[src/rtl/alu_share_arbiter_if.sv]
// Requester/response handshake and ALU drive bundle for alu_share_arbiter.
// slave = arbiter side, master = requesters plus the ALU instance.
interface alu_share_arbiter_if #(
   parameter int DATA_W = 32
);
   logic              req0_valid;
   logic              req0_ready;
   logic [3:0]        req0_ctrl;
   logic [DATA_W-1:0] req0_op1;
   logic [DATA_W-1:0] req0_op2;
   logic [4:0]        req0_shamnt;
   logic              req1_valid;
   logic              req1_ready;
   logic [3:0]        req1_ctrl;
   logic [DATA_W-1:0] req1_op1;
   logic [DATA_W-1:0] req1_op2;
   logic [4:0]        req1_shamnt;
   logic              rsp0_valid;
   logic              rsp0_ready;
   logic              rsp1_valid;
   logic              rsp1_ready;
   logic [DATA_W-1:0] rsp_result;
   logic [7:0]        rsp_status;
   logic [3:0]        alu_ctrl;
   logic [DATA_W-1:0] alu_operand_1;
   logic [DATA_W-1:0] alu_operand_2;
   logic [4:0]        alu_shamnt;
   logic [DATA_W-1:0] alu_result;
   logic [7:0]        alu_status;

   modport slave (
      input  req0_valid, req0_ctrl, req0_op1, req0_op2, req0_shamnt,
      input  req1_valid, req1_ctrl, req1_op1, req1_op2, req1_shamnt,
      input  rsp0_ready, rsp1_ready, alu_result, alu_status,
      output req0_ready, req1_ready, rsp0_valid, rsp1_valid,
      output rsp_result, rsp_status,
      output alu_ctrl, alu_operand_1, alu_operand_2, alu_shamnt
   );

   modport master (
      output req0_valid, req0_ctrl, req0_op1, req0_op2, req0_shamnt,
      output req1_valid, req1_ctrl, req1_op1, req1_op2, req1_shamnt,
      output rsp0_ready, rsp1_ready, alu_result, alu_status,
      input  req0_ready, req1_ready, rsp0_valid, rsp1_valid,
      input  rsp_result, rsp_status,
      input  alu_ctrl, alu_operand_1, alu_operand_2, alu_shamnt
   );
endinterface

[src/rtl/alu_share_arbiter.sv]
// Round-robin sharing of one ALU between two requesters with settle-time hold.
// Optional macro ALU_ARB_DIV0_BYPASS_EN answers divide-by-zero without the ALU.
module alu_share_arbiter #(
   parameter int DATA_W        = 32,
   parameter int BASIC_SETTLE  = 1,
   parameter int MULDIV_SETTLE = 4
)(
   input  logic                clk,
   input  logic                rst,
   alu_share_arbiter_if.slave  bus,
   output logic                busy
);
   localparam int MAX_SETTLE = (MULDIV_SETTLE > BASIC_SETTLE) ? MULDIV_SETTLE : BASIC_SETTLE;
   localparam int CNT_W      = (MAX_SETTLE > 1) ? $clog2(MAX_SETTLE) : 1;
   localparam logic [CNT_W-1:0] BASIC_LAST  = CNT_W'(BASIC_SETTLE - 1);
   localparam logic [CNT_W-1:0] MULDIV_LAST = CNT_W'(MULDIV_SETTLE - 1);
   localparam logic [3:0] CTRL_IDLE = 4'b1111;
   localparam logic [3:0] CTRL_MUL  = 4'b1000;
   localparam logic [3:0] CTRL_DIV  = 4'b1001;

   typedef enum logic [1:0] {
      ST_IDLE  = 2'd0,
      ST_ISSUE = 2'd1,
      ST_RESP  = 2'd2
   } state_t;

   state_t              r_state;
   state_t              w_next_state;
   logic                r_owner;
   logic                r_last_grant;
   logic [CNT_W-1:0]    r_cnt;
   logic [3:0]          r_alu_ctrl;
   logic [DATA_W-1:0]   r_alu_op1;
   logic [DATA_W-1:0]   r_alu_op2;
   logic [4:0]          r_alu_shamnt;
   logic [DATA_W-1:0]   r_rsp_result;
   logic [7:0]          r_rsp_status;

   logic                w_grant;
   logic                w_accept;
   logic [3:0]          w_sel_ctrl;
   logic [DATA_W-1:0]   w_sel_op1;
   logic [DATA_W-1:0]   w_sel_op2;
   logic [4:0]          w_sel_shamnt;
   logic                w_div0_bypass;
   logic [CNT_W-1:0]    w_limit_last;
   logic                w_issue_done;
   logic                w_rsp_take;

   // Grant selection: lone valid port wins, a tie goes to the port not served last.
   always_comb begin
      w_grant = 1'b0;
      if (bus.req0_valid && bus.req1_valid) begin
         w_grant = ~r_last_grant;
      end else if (bus.req1_valid) begin
         w_grant = 1'b1;
      end else begin
         w_grant = 1'b0;
      end
   end

   assign w_accept     = (r_state == ST_IDLE) && (w_grant ? bus.req1_valid : bus.req0_valid);
   assign w_sel_ctrl   = w_grant ? bus.req1_ctrl   : bus.req0_ctrl;
   assign w_sel_op1    = w_grant ? bus.req1_op1    : bus.req0_op1;
   assign w_sel_op2    = w_grant ? bus.req1_op2    : bus.req0_op2;
   assign w_sel_shamnt = w_grant ? bus.req1_shamnt : bus.req0_shamnt;

`ifdef ALU_ARB_DIV0_BYPASS_EN
   assign w_div0_bypass = (w_sel_ctrl == CTRL_DIV) && (w_sel_op2 == {DATA_W{1'b0}});
`else
   assign w_div0_bypass = 1'b0;
`endif

   assign w_limit_last = ((r_alu_ctrl == CTRL_MUL) || (r_alu_ctrl == CTRL_DIV)) ? MULDIV_LAST : BASIC_LAST;
   assign w_issue_done = (r_cnt == w_limit_last);
   assign w_rsp_take   = (r_state == ST_RESP) && (r_owner ? bus.rsp1_ready : bus.rsp0_ready);

   // State register.
   always_ff @(posedge clk or posedge rst) begin
      if (rst) begin
         r_state <= ST_IDLE;
      end else begin
         r_state <= w_next_state;
      end
   end

   // Next-state logic.
   always_comb begin
      w_next_state = r_state;
      case (r_state)
         ST_IDLE: begin
            if (w_accept) begin
               w_next_state = w_div0_bypass ? ST_RESP : ST_ISSUE;
            end else begin
               w_next_state = ST_IDLE;
            end
         end
         ST_ISSUE: begin
            if (w_issue_done) begin
               w_next_state = ST_RESP;
            end else begin
               w_next_state = ST_ISSUE;
            end
         end
         ST_RESP: begin
            if (w_rsp_take) begin
               w_next_state = ST_IDLE;
            end else begin
               w_next_state = ST_RESP;
            end
         end
         default: w_next_state = ST_IDLE;
      endcase
   end

   // Handshake outputs decoded from state and owner.
   always_comb begin
      bus.req0_ready = 1'b0;
      bus.req1_ready = 1'b0;
      bus.rsp0_valid = 1'b0;
      bus.rsp1_valid = 1'b0;
      busy           = 1'b1;
      case (r_state)
         ST_IDLE: begin
            bus.req0_ready = ~w_grant;
            bus.req1_ready = w_grant;
            busy           = 1'b0;
         end
         ST_ISSUE: busy = 1'b1;
         ST_RESP: begin
            bus.rsp0_valid = ~r_owner;
            bus.rsp1_valid = r_owner;
         end
         default: busy = 1'b1;
      endcase
   end

   // Operand latch, settle counter and result capture.
   always_ff @(posedge clk or posedge rst) begin
      if (rst) begin
         r_owner      <= 1'b0;
         r_last_grant <= 1'b1;
         r_cnt        <= {CNT_W{1'b0}};
         r_alu_ctrl   <= CTRL_IDLE;
         r_alu_op1    <= {DATA_W{1'b0}};
         r_alu_op2    <= {DATA_W{1'b0}};
         r_alu_shamnt <= 5'd0;
         r_rsp_result <= {DATA_W{1'b0}};
         r_rsp_status <= 8'h00;
      end else begin
         case (r_state)
            ST_IDLE: begin
               if (w_accept) begin
                  r_owner      <= w_grant;
                  r_last_grant <= w_grant;
                  r_cnt        <= {CNT_W{1'b0}};
                  if (w_div0_bypass) begin
                     // ALU stays parked; answer is synthesised locally.
                     r_rsp_result <= {DATA_W{1'b0}};
                     r_rsp_status <= 8'b1000_0100;
                  end else begin
                     r_alu_ctrl   <= w_sel_ctrl;
                     r_alu_op1    <= w_sel_op1;
                     r_alu_op2    <= w_sel_op2;
                     r_alu_shamnt <= w_sel_shamnt;
                  end
               end
            end
            ST_ISSUE: begin
               r_cnt <= r_cnt + {{(CNT_W-1){1'b0}}, 1'b1};
               if (w_issue_done) begin
                  r_rsp_result <= bus.alu_result;
                  r_rsp_status <= bus.alu_status;
               end
            end
            ST_RESP: begin
               if (w_rsp_take) begin
                  r_alu_ctrl <= CTRL_IDLE;
               end
            end
            default: r_alu_ctrl <= CTRL_IDLE;
         endcase
      end
   end

   assign bus.alu_ctrl      = r_alu_ctrl;
   assign bus.alu_operand_1 = r_alu_op1;
   assign bus.alu_operand_2 = r_alu_op2;
   assign bus.alu_shamnt    = r_alu_shamnt;
   assign bus.rsp_result    = r_rsp_result;
   assign bus.rsp_status    = r_rsp_status;
endmodule
[src/flat_wrapper.sv]
// flat-port wrapper written by rule: the top's interface ports become plain ports
module alu_share_arbiter_flat 
#(
   parameter int DATA_W        = 32,
   parameter int BASIC_SETTLE  = 1,
   parameter int MULDIV_SETTLE = 4
)
  (clk, rst, busy, bus_req0_valid, bus_req0_ctrl, bus_req0_op1, bus_req0_op2, bus_req0_shamnt, bus_req1_valid, bus_req1_ctrl, bus_req1_op1, bus_req1_op2, bus_req1_shamnt, bus_rsp0_ready, bus_rsp1_ready, bus_alu_result, bus_alu_status, bus_req0_ready, bus_req1_ready, bus_rsp0_valid, bus_rsp1_valid, bus_rsp_result, bus_rsp_status, bus_alu_ctrl, bus_alu_operand_1, bus_alu_operand_2, bus_alu_shamnt);
  alu_share_arbiter_if #(.DATA_W(DATA_W)) bus_i ();
  input  logic clk;
  input  logic rst;
  output logic busy;
  input wire logic [$bits(bus_i.req0_valid)-1:0] bus_req0_valid;
  input wire logic [$bits(bus_i.req0_ctrl)-1:0] bus_req0_ctrl;
  input wire logic [$bits(bus_i.req0_op1)-1:0] bus_req0_op1;
  input wire logic [$bits(bus_i.req0_op2)-1:0] bus_req0_op2;
  input wire logic [$bits(bus_i.req0_shamnt)-1:0] bus_req0_shamnt;
  input wire logic [$bits(bus_i.req1_valid)-1:0] bus_req1_valid;
  input wire logic [$bits(bus_i.req1_ctrl)-1:0] bus_req1_ctrl;
  input wire logic [$bits(bus_i.req1_op1)-1:0] bus_req1_op1;
  input wire logic [$bits(bus_i.req1_op2)-1:0] bus_req1_op2;
  input wire logic [$bits(bus_i.req1_shamnt)-1:0] bus_req1_shamnt;
  input wire logic [$bits(bus_i.rsp0_ready)-1:0] bus_rsp0_ready;
  input wire logic [$bits(bus_i.rsp1_ready)-1:0] bus_rsp1_ready;
  input wire logic [$bits(bus_i.alu_result)-1:0] bus_alu_result;
  input wire logic [$bits(bus_i.alu_status)-1:0] bus_alu_status;
  output wire logic [$bits(bus_i.req0_ready)-1:0] bus_req0_ready;
  output wire logic [$bits(bus_i.req1_ready)-1:0] bus_req1_ready;
  output wire logic [$bits(bus_i.rsp0_valid)-1:0] bus_rsp0_valid;
  output wire logic [$bits(bus_i.rsp1_valid)-1:0] bus_rsp1_valid;
  output wire logic [$bits(bus_i.rsp_result)-1:0] bus_rsp_result;
  output wire logic [$bits(bus_i.rsp_status)-1:0] bus_rsp_status;
  output wire logic [$bits(bus_i.alu_ctrl)-1:0] bus_alu_ctrl;
  output wire logic [$bits(bus_i.alu_operand_1)-1:0] bus_alu_operand_1;
  output wire logic [$bits(bus_i.alu_operand_2)-1:0] bus_alu_operand_2;
  output wire logic [$bits(bus_i.alu_shamnt)-1:0] bus_alu_shamnt;
  assign bus_i.req0_valid = bus_req0_valid;
  assign bus_i.req0_ctrl = bus_req0_ctrl;
  assign bus_i.req0_op1 = bus_req0_op1;
  assign bus_i.req0_op2 = bus_req0_op2;
  assign bus_i.req0_shamnt = bus_req0_shamnt;
  assign bus_i.req1_valid = bus_req1_valid;
  assign bus_i.req1_ctrl = bus_req1_ctrl;
  assign bus_i.req1_op1 = bus_req1_op1;
  assign bus_i.req1_op2 = bus_req1_op2;
  assign bus_i.req1_shamnt = bus_req1_shamnt;
  assign bus_i.rsp0_ready = bus_rsp0_ready;
  assign bus_i.rsp1_ready = bus_rsp1_ready;
  assign bus_i.alu_result = bus_alu_result;
  assign bus_i.alu_status = bus_alu_status;
  assign bus_req0_ready = bus_i.req0_ready;
  assign bus_req1_ready = bus_i.req1_ready;
  assign bus_rsp0_valid = bus_i.rsp0_valid;
  assign bus_rsp1_valid = bus_i.rsp1_valid;
  assign bus_rsp_result = bus_i.rsp_result;
  assign bus_rsp_status = bus_i.rsp_status;
  assign bus_alu_ctrl = bus_i.alu_ctrl;
  assign bus_alu_operand_1 = bus_i.alu_operand_1;
  assign bus_alu_operand_2 = bus_i.alu_operand_2;
  assign bus_alu_shamnt = bus_i.alu_shamnt;
  alu_share_arbiter #(.DATA_W(DATA_W), .BASIC_SETTLE(BASIC_SETTLE), .MULDIV_SETTLE(MULDIV_SETTLE)) u_core (.clk(clk), .rst(rst), .bus(bus_i), .busy(busy));
endmodule
[config.mk]
export PLATFORM = sky130hd
export DESIGN_NAME = alu_share_arbiter_flat
export DESIGN_NICKNAME = d
export VERILOG_FILES = /design/src/rtl/alu_share_arbiter_if.sv /design/src/rtl/alu_share_arbiter.sv /design/src/flat_wrapper.sv
export SDC_FILE = /design/constraint.sdc
export NUM_CORES = 1
export LEC_CHECK = 0
export BUFFER_PORTS_ARGS = -buffer_cell sky130_fd_sc_hd__buf_2
export CORE_AREA = 2 2 120 122
export CTS_CLUSTER_DIAMETER = 120
export DETAILED_ROUTE_END_ITERATION = 10
export DIE_AREA = 0 0 122 124
export PLACE_DENSITY = 0.84
export SLEW_MARGIN = 40
export SYNTH_ARGS = -nofsm -noshare
export SYNTH_HDL_FRONTEND = slang
export SYNTH_SLANG_ARGS = --single-unit
[constraint.sdc]
create_clock -name clk -period 9.7 [get_ports clk]
set_clock_uncertainty 0.1 [all_clocks]
set_input_delay 1.455 -clock clk [delete_from_list [all_inputs] [get_ports clk]]
set_output_delay 1.455 -clock clk [all_outputs]
set_load 0.01 [all_outputs]
Yosys cells after proc, flatten, opt, wreduce, memory -nomap -nowiden
Cells that the tools add are included.

word-level totals
  word-level logic and storage cells = 55
  flip-flop bits (word level) = 119
  input bits = 192
  output and inout bits = 118

operators by class
  mux-type cells = 23
  reductions and logical operators = 10
  eq/ne operators = 7
  $add $sub $neg = 1
  bitwise gates (word level) = 4

operators with widths
  operator                                                               number
  32-bit two-way mux                                                     2
  4-bit two-way mux                                                      3
  4-bit one-hot mux with 3 select lines                                  1
  1-bit two-way mux                                                      10
  4-bit equality test, second input constant                             2
  2-bit two-way mux                                                      4
  2-bit one-hot mux with 3 select lines                                  1
  2-bit AND reduction                                                    3
  5-bit two-way mux                                                      1
  2-bit by 1-bit != test with 1-bit output, second input constant        2
  1-bit inverter                                                         4
  2-bit one-hot mux with 2 select lines                                  1
  1-bit logical AND                                                      3
  3-bit AND reduction                                                    1
  2-bit by 1-bit adder with 2-bit output, second input constant          1
  2-bit by 1-bit equality test with 1-bit output, second input constant  1
  2-bit equality test                                                    1
  2-bit equality test, second input constant                             1
  2-bit logical NOT                                                      1
  2-bit nonzero test                                                     1
  1-bit logical OR                                                       1

Longest topological paths before layout
Gate-level depths: netlist of the first run.

  depth after elaboration = 6
  mapped depth = 5
  depth with buffers taken out = 4

Worst setup path after synthesis of the first run
Ideal clock, no wire load.

  path type = in2out
  start = input bus_req1_valid
  end = output bus_req1_ready
  setup slack = 5.843 ns
  stages on the path = 4
  data arrival time = 2.302 ns
  path through = a21boi_0 buf_2 buf_4 and2_1

on the way
  word-level cells in the longest chain between the ends = 3
  elaborated cells between the ends (all ways) = 4
  classes of those cells = 3 x mux; 1 x reduce/logical

RTL lines
  element                                                 line                                              RTL
  from (decl)                                             flat_wrapper.sv:18                                input wire logic [$bits(bus_i.req1_valid)-1:0] bus_req1_valid;
  1-bit two-way mux or 1-bit logical AND (tied branches)  alu_share_arbiter.sv:55, alu_share_arbiter.sv:53
  1-bit two-way mux *                                     alu_share_arbiter.sv:53                           if (bus.req0_valid && bus.req1_valid) begin
  1-bit two-way mux *                                     alu_share_arbiter.sv:123                          case (r_state)
  to (decl)                                               flat_wrapper.sv:28                                output wire logic [$bits(bus_i.req1_ready)-1:0] bus_req1_ready;

Every way passes the cells marked *; elsewhere a longest branch is shown, timed or not.

Worst setup path after layout of the first run
Ends and elaborated chain as after synthesis.

==> impl_metrics.py, run 1 <==
metrics = {
    "clocking": {
        "cts_tree": "built",
        "h-tree-depth": 4,
        "cts_buffer_depth": 2,
        "clk_pin_slew_ns": 0.05,
        "hold_buffers": 0,
        "numCtsBuffers": 17,
        "root_buffer": "clkbuf_16",
        "postCtsSetupRepairBufs": 0,
        "clock_sinks": 119,
        "post_cts_resized": 0,
        "clock_latency_ns": 0.40,
    },
    "critical_path": {
        "crit_arrival_ns": 2.08,
        "required_ns": 8.15,
        "start_kind": "primary input",
        "end_kind": "primary output",
        "crit_type": "primary input to primary output",
        "path_max_fanout": 5,
    },
    "finish": {
        "instances_no_fill": 874,
        "finalNetCount": 872,
        "area_growth_syn_to_layout_pct": 42.8,
        "num-fill-cells": 1156,
        "layout-drive-gt1-share_pct": 77.5,
    },
    "timing": {
        "setup-tns-final_ns": 0,
        "fmax_ghz": 0.275,
        "fin_crit_ns": 3.64,
        "hold_viol": 0,
        "relSlewSlack_pct": 53.6,
        "fin_crit_sh_pct": 37.5,
        "rsz0062_at_grt": "false",
        "final_max_slew_viol_count": 0,
        "setup_viol": 0,
        "tightest_slew_ns": 0.696,
    },
    "synthesis": {
        "ys_async_sr_fraction_pct": 100,
        "synth_commonest_cells": "mux2_2 (180), dfrtp_1 (114), buf_2 (13)",
        "yosysUniqueCellTypes": 30,
        "ys_seq_area_share_pct": 54.5,
        "synth-edff-count": 0,
        "yosysMostFrequentCell": "mux2_2",
        "synth_area_leaders": "dfrtp_1 (52%), mux2_2 (37%), dfstp_2 (2.4%), buf_2 (1.2%), mux2i_1 (0.91%)",
        "synth_area_per_cell_um2": 14.8,
        "yosys_warnings": 0,
        "synth_top_area_share_pct": 52.1,
        "ys_seq_elements": 119,
        "synth_area_um2": 5480,
        "syn_inst": 369,
        "yosys.area.top_type": "dfrtp_1",
        "syn_nets": 561,
        "synth-main-ff-cell": "dfrtp_1",
    },
    "global_routing": {
        "grt_use_met1_pct": 19.0,
        "grt_use_met2_pct": 31.0,
        "overflow": 0,
        "antenna_found_initial": 1,
        "grt_max_degree": 74,
        "track_usage_pct": 17.7,
        "top_usage_layer": "met2",
        "grt_pass1_vias": 4227,
        "grt_use_met3_pct": 7.33,
        "grt_pass1_wl_um": 20400,
    },
    "pwr": {
        "worst_ir_drop_vdd_mv": 0.216,
        "p_per_area_nw_per_um2": 332,
        "p_leak_nw": 3.77,
    },
    "detailed_routing": {
        "ant_nets": 0,
        "drc": 0,
        "wl_per_cell_um": 15.4,
        "drt_iter0_markers": 193,
        "num_vias": 4158,
        "dr.pass1.iters": 4,
        "routed_wl_um": 13500,
        "avgViaCountPerCell": 4.76,
    },
    "floorplanning": {
        "core_um2": 13700,
        "die-area_um2": 15100,
        "die_h_um": 124,
        "die_w_um": 122,
        "rows": 43,
        "io_pins": 310,
        "start_util_pct": 39.9,
    },
    "flow_run": {
        "maxCapViolations": 0,
    },
    "placed_design": {
        "dp.cells": 841,
        "port_buffers": 309,
        "routabilityCongestion": 0.803,
        "dp_hpwl_um": 10100,
    },
    "outcome": {
        "status": "complete, no violations",
    },
    "min_path": {
        "hold_class": "register to register",
    },
}
[worst max-delay path: stages]
cell      delay (ns)
buf_2           0.12
a21boi_4        0.21
and2_1          0.16
buf_2           0.13
[metal layers]
| metal | wire length [µm] | vias up |
|---|---|---|
| met5 | 0 | - |
| met1 | 5100 | 1989 |
| met2 | 6900 | 184 |
| met3 | 1200 | 21 |
| li1 | - | 1964 |
| met4 | 295 | 0 |
[where the power goes]
group | leakage, nW | switching [mW] | internal (mW)
combinational | 2.07 | 0.474 | 0.561
sequential | 1.39 | 0.138 | 0.760
clock | 0.310 | 0.207 | 0.456
total | 3.77 | 0.819 | 1.78
[flip-flops by register name, indices dropped and copies added (netlist names)]
signal and cells:
u_core.bus.alu_operand_1 32, u_core.r_last_grant 1, u_core.bus.rsp_status 8, u_core.bus.alu_operand_2 32
u_core.bus.alu_shamnt 5, u_core.r_cnt 2, u_core.bus.rsp_result 32, u_core.r_owner 1
u_core.r_state 2, u_core.bus.alu_ctrl 4
[kinds of logic after synthesis]
kind of cell    count (synthesis)  share of synthesized area [%]
flops                         119                           54.5
buf+inv                        24                           2.56
xor+xnor                        1                          0.160
simple gates                   25                           2.49
compound gates                 11                           1.35
mux                           189                           39.0
[area by class of cell]
type	count	area, µm²	share of cell area (%)
multi-input cells	226	2370	30.3
repair buffers	313	1590	20.3
flip-flops and latches	119	2980	38.2
diodes	1	2.50	0.0320
clock inverters	8	143	1.82
clock buffers	24	492	6.29
well taps	180	225	2.88
inverters	3	16.3	0.208
[metrics by stage]
step	setup slack [ns]	total power, mW	instance area (µm²)	hold slack (ns)	util (%)
after floorplan	5.00	1.57	5480	0.403	-
after global placement	6.11	1.92	7170	0.364	52.3
after detailed placement	6.06	1.96	7180	0.369	52.3
after CTS	6.06	2.63	7810	0.382	56.9
after global routing	6.00	2.76	7820	0.408	57.0
final	6.06	2.60	7820	0.378	57.0
[placed cells by master (no fill, tap or decap)]
cell / synthesis / final
o21ai_0: 3 / 3
nand2_1: 2 / 2
mux2i_1: 5 / 5
o21bai_1: 1 / 1
nor2_4: 0 / 1
a21o_1: 1 / 1
nand4b_1: 1 / 1
or4b_4: 1 / 1
or2_2: 2 / 2
a31oi_1: 1 / 1
diode_2: 0 / 1
xnor2_1: 1 / 1
a31o_2: 1 / 1
nor3_1: 8 / 8
clkbuf_1: 3 / 3
nand2b_1: 2 / 2
a21boi_4: 0 / 1
dfstp_2: 5 / 5
mux2_1: 3 / 3
bufinv_16: 0 / 4
dfrtp_1: 114 / 114
nor2_1: 7 / 6
clkinvlp_4: 0 / 1
o21ba_2: 1 / 1
o22ai_1: 1 / 1
inv_1: 3 / 2
clkbuf_16: 0 / 17
mux2i_4: 1 / 1
buf_4: 1 / 1
buf_2: 13 / 309
inv_6: 0 / 1
and2_1: 1 / 1
buf_6: 4 / 3
or3b_2: 1 / 1
clkbuf_8: 0 / 4
clkinv_2: 0 / 3
mux2_2: 180 / 180
a21oi_1: 1 / 1
[worst paths after layout]
| path | startpoint | endpoint | slack [ns] | cells past startpoint |
|---|---|---|---|---|
| max | bus_req1_valid | bus_req1_ready | 6.06 | 4 |
| min | u_core.bus.rsp_result[29]$_DFFE_PP0P_ | u_core.bus.rsp_result[29]$_DFFE_PP0P_ | 0.38 | 1 |
| max reg2reg | u_core.r_state[1]$_DFF_PP0_ | u_core.bus.rsp_result[15]$_DFFE_PP0P_ | 7.34 | 4 |
| min reg2reg | u_core.bus.rsp_result[29]$_DFFE_PP0P_ | u_core.bus.rsp_result[29]$_DFFE_PP0P_ | 0.38 | 1 |
| max in group asynchronous | rst | u_core.bus.alu_operand_2[0]$_DFFE_PP0P_ | 7.54 | 3 |
| min in group asynchronous | rst | u_core.bus.rsp_result[26]$_DFFE_PP0P_ | 1.00 | 2 |
Note: power is estimated with default switching activity, not from simulation.
==> inputs of run 2 (changes only) <==
Settings changed: CORE_AREA 2 2 120 122 to not set, CORE_ASPECT_RATIO set to 0.6, CORE_UTILIZATION set to 40, DIE_AREA 0 0 122 124 to not set, PLACE_DENSITY 0.84 to 0.88.
Clock period 9.7 ns to 3.2 ns, I/O delays scaled along.
==> run 2 against run 1 <==
Final area grew 0.66%. Combinational power grew to 3.1 times the previous value. Clock power grew to 2.8 times the previous value. Register-to-register slack got worse by 6.5 ns. Critical path type is now register to register.
==> impl_metrics.py, run 2 (synthesis gave the netlist of run 1 again) <==
metrics = {
    "outcome": {
        "status": "complete, no violations",
    },
    "placed_design": {
        "dp_slack_ns": 0.851,
        "routabilityCongestion": 0.777,
        "placed_area_um2": 7270,
        "dp_hpwl_um": 10600,
        "port_buffers": 309,
    },
    "pwr": {
        "p_per_area_nw_per_um2": 990,
        "worst_ir_drop_vdd_mv": 0.438,
        "p_leak_nw": 3.79,
        "power_mw": 7.79,
    },
    "critical_path": {
        "start_kind": "register",
        "crit_arrival_ns": 2.52,
        "reg2regPathDepth": 4,
        "end_kind": "register",
        "required_ns": 3.37,
        "crit_type": "register to register",
        "path_max_fanout": 41,
    },
    "detailed_routing": {
        "num_vias": 4143,
        "dr.pass1.iters": 4,
        "routed_wl_um": 13900,
        "drt_iter0_markers": 146,
        "drc": 0,
        "ant_nets": 0,
        "avgViaCountPerCell": 4.77,
        "wl_per_cell_um": 16.0,
    },
    "timing": {
        "setup_viol": 0,
        "fmax_ghz": 0.426,
        "final_max_slew_viol_count": 0,
        "fin_crit_ns": 2.35,
        "setup-tns-final_ns": 0,
        "hold_viol": 0,
        "setup_ws_ns": 0.853,
        "relSlewSlack_pct": 64.4,
        "rsz0062_at_grt": "false",
        "timing.hold.ws_ns": 0.212,
        "fin_crit_sh_pct": 73.4,
        "tightest_slew_ns": 0.534,
    },
    "global_routing": {
        "grt_max_degree": 73,
        "overflow": 0,
        "grt_pass1_wl_um": 22600,
        "track_usage_pct": 20.6,
        "antenna_found_initial": 0,
        "grt_pass1_vias": 4537,
    },
    "floorplanning": {
        "die_w_um": 153,
        "io_pins": 310,
        "start_util_pct": 41.8,
        "die_h_um": 92.6,
        "rows": 32,
        "die-area_um2": 14200,
        "core_um2": 13100,
    },
    "finish": {
        "finalInstanceArea_um2": 7870,
        "layout-drive-gt1-share_pct": 77.9,
        "finalNetCount": 876,
        "register_area_um2": 2980,
        "final_cell_mix": "buf_2 (309), mux2_2 (180), dfrtp_1 (114)",
        "multi_input_area_um2": 2370,
        "layout_commonest_cell": "buf_2",
        "area_growth_syn_to_layout_pct": 43.8,
        "num-fill-cells": 1074,
    },
    "clocking": {
        "clock_latency_ns": 0.39,
        "cts_tree": "built",
        "postCtsSetupRepairBufs": 0,
        "root_buffer": "clkbuf_16",
        "hold_buffers": 1,
        "clk_pin_slew_ns": 0.06,
        "post_cts_resized": 0,
        "cts_buffer_depth": 2,
        "numCtsBuffers": 17,
        "clock_sinks": 119,
        "h-tree-depth": 4,
    },
    "min_path": {
        "hold_depth": 2,
        "hold_class": "primary input to register",
    },
    "flow_run": {
        "maxCapViolations": 0,
    },
}
==> run 2: changes by cell type in the layout (fill, tap and decap cells not counted), sizes merged <==
cell and change:
clkinv +5, clkbuf -6, clkinvlp +1, inv +2, dlygate4sd3 +1, buf +3, bufinv -2
==> run 2: critical path: stages, from the launching register on <==
cell	delay [ns]
dfrtp_1	0.50
or4b_4	0.60
mux2i_4	0.14
buf_4	0.47
mux2_2	0.41
==> run 2: power breakdown <==
part / internal, mW / total, mW / switching [mW] / leakage [nW]
sequential: 2.30 / 2.72 / 0.420 / 1.39
clock: 1.17 / 1.88 / 0.703 / 0.291
combinational: 1.73 / 3.19 / 1.46 / 2.11
total: 5.20 / 7.79 / 2.59 / 3.79
==> run 2: final cells by class <==
cell class,count,share of cell area (%)
multi-input combinational,226,30.1
inverter,3,0.191
antenna,1,0.0318
clock buffer,18,5.58
timing repair buffer,317,21.6
tap,170,2.70
sequential,119,37.9
clock inverter,14,1.89
==> run 2: per-layer routing <==
metal	wire length [µm]	GRT usage (%)	share of wire (%)
met4	113	6.23	0.81
met1	5530	23.5	40
met5	0	0	0
met3	737	5.38	5.3
met2	7490	38.0	54
==> run 2: final timing paths <==
kind | startpoint | endpoint | slack [ns]
max | u_core.r_state[1]$_DFF_PP0_ | u_core.bus.rsp_result[18]$_DFFE_PP0P_ | 0.85
min | bus_alu_result[27] | u_core.bus.rsp_result[27]$_DFFE_PP0P_ | 0.21
max reg2reg | u_core.r_state[1]$_DFF_PP0_ | u_core.bus.rsp_result[18]$_DFFE_PP0P_ | 0.85
min reg2reg | u_core.bus.rsp_result[29]$_DFFE_PP0P_ | u_core.bus.rsp_result[29]$_DFFE_PP0P_ | 0.40
max in group asynchronous | rst | u_core.bus.alu_ctrl[1]$_DFFE_PP1P_ | 1.90
min in group asynchronous | rst | u_core.bus.rsp_result[20]$_DFFE_PP0P_ | 0.52
==> run 2: stage by stage <==
stage | utilization [%] | instances
after global placement | 55.1 | 832
after floorplan | - | 369
after global routing | 60.1 | 867
after CTS | 60.1 | 867
after detailed placement | 55.5 | 834
final | 60.1 | 868
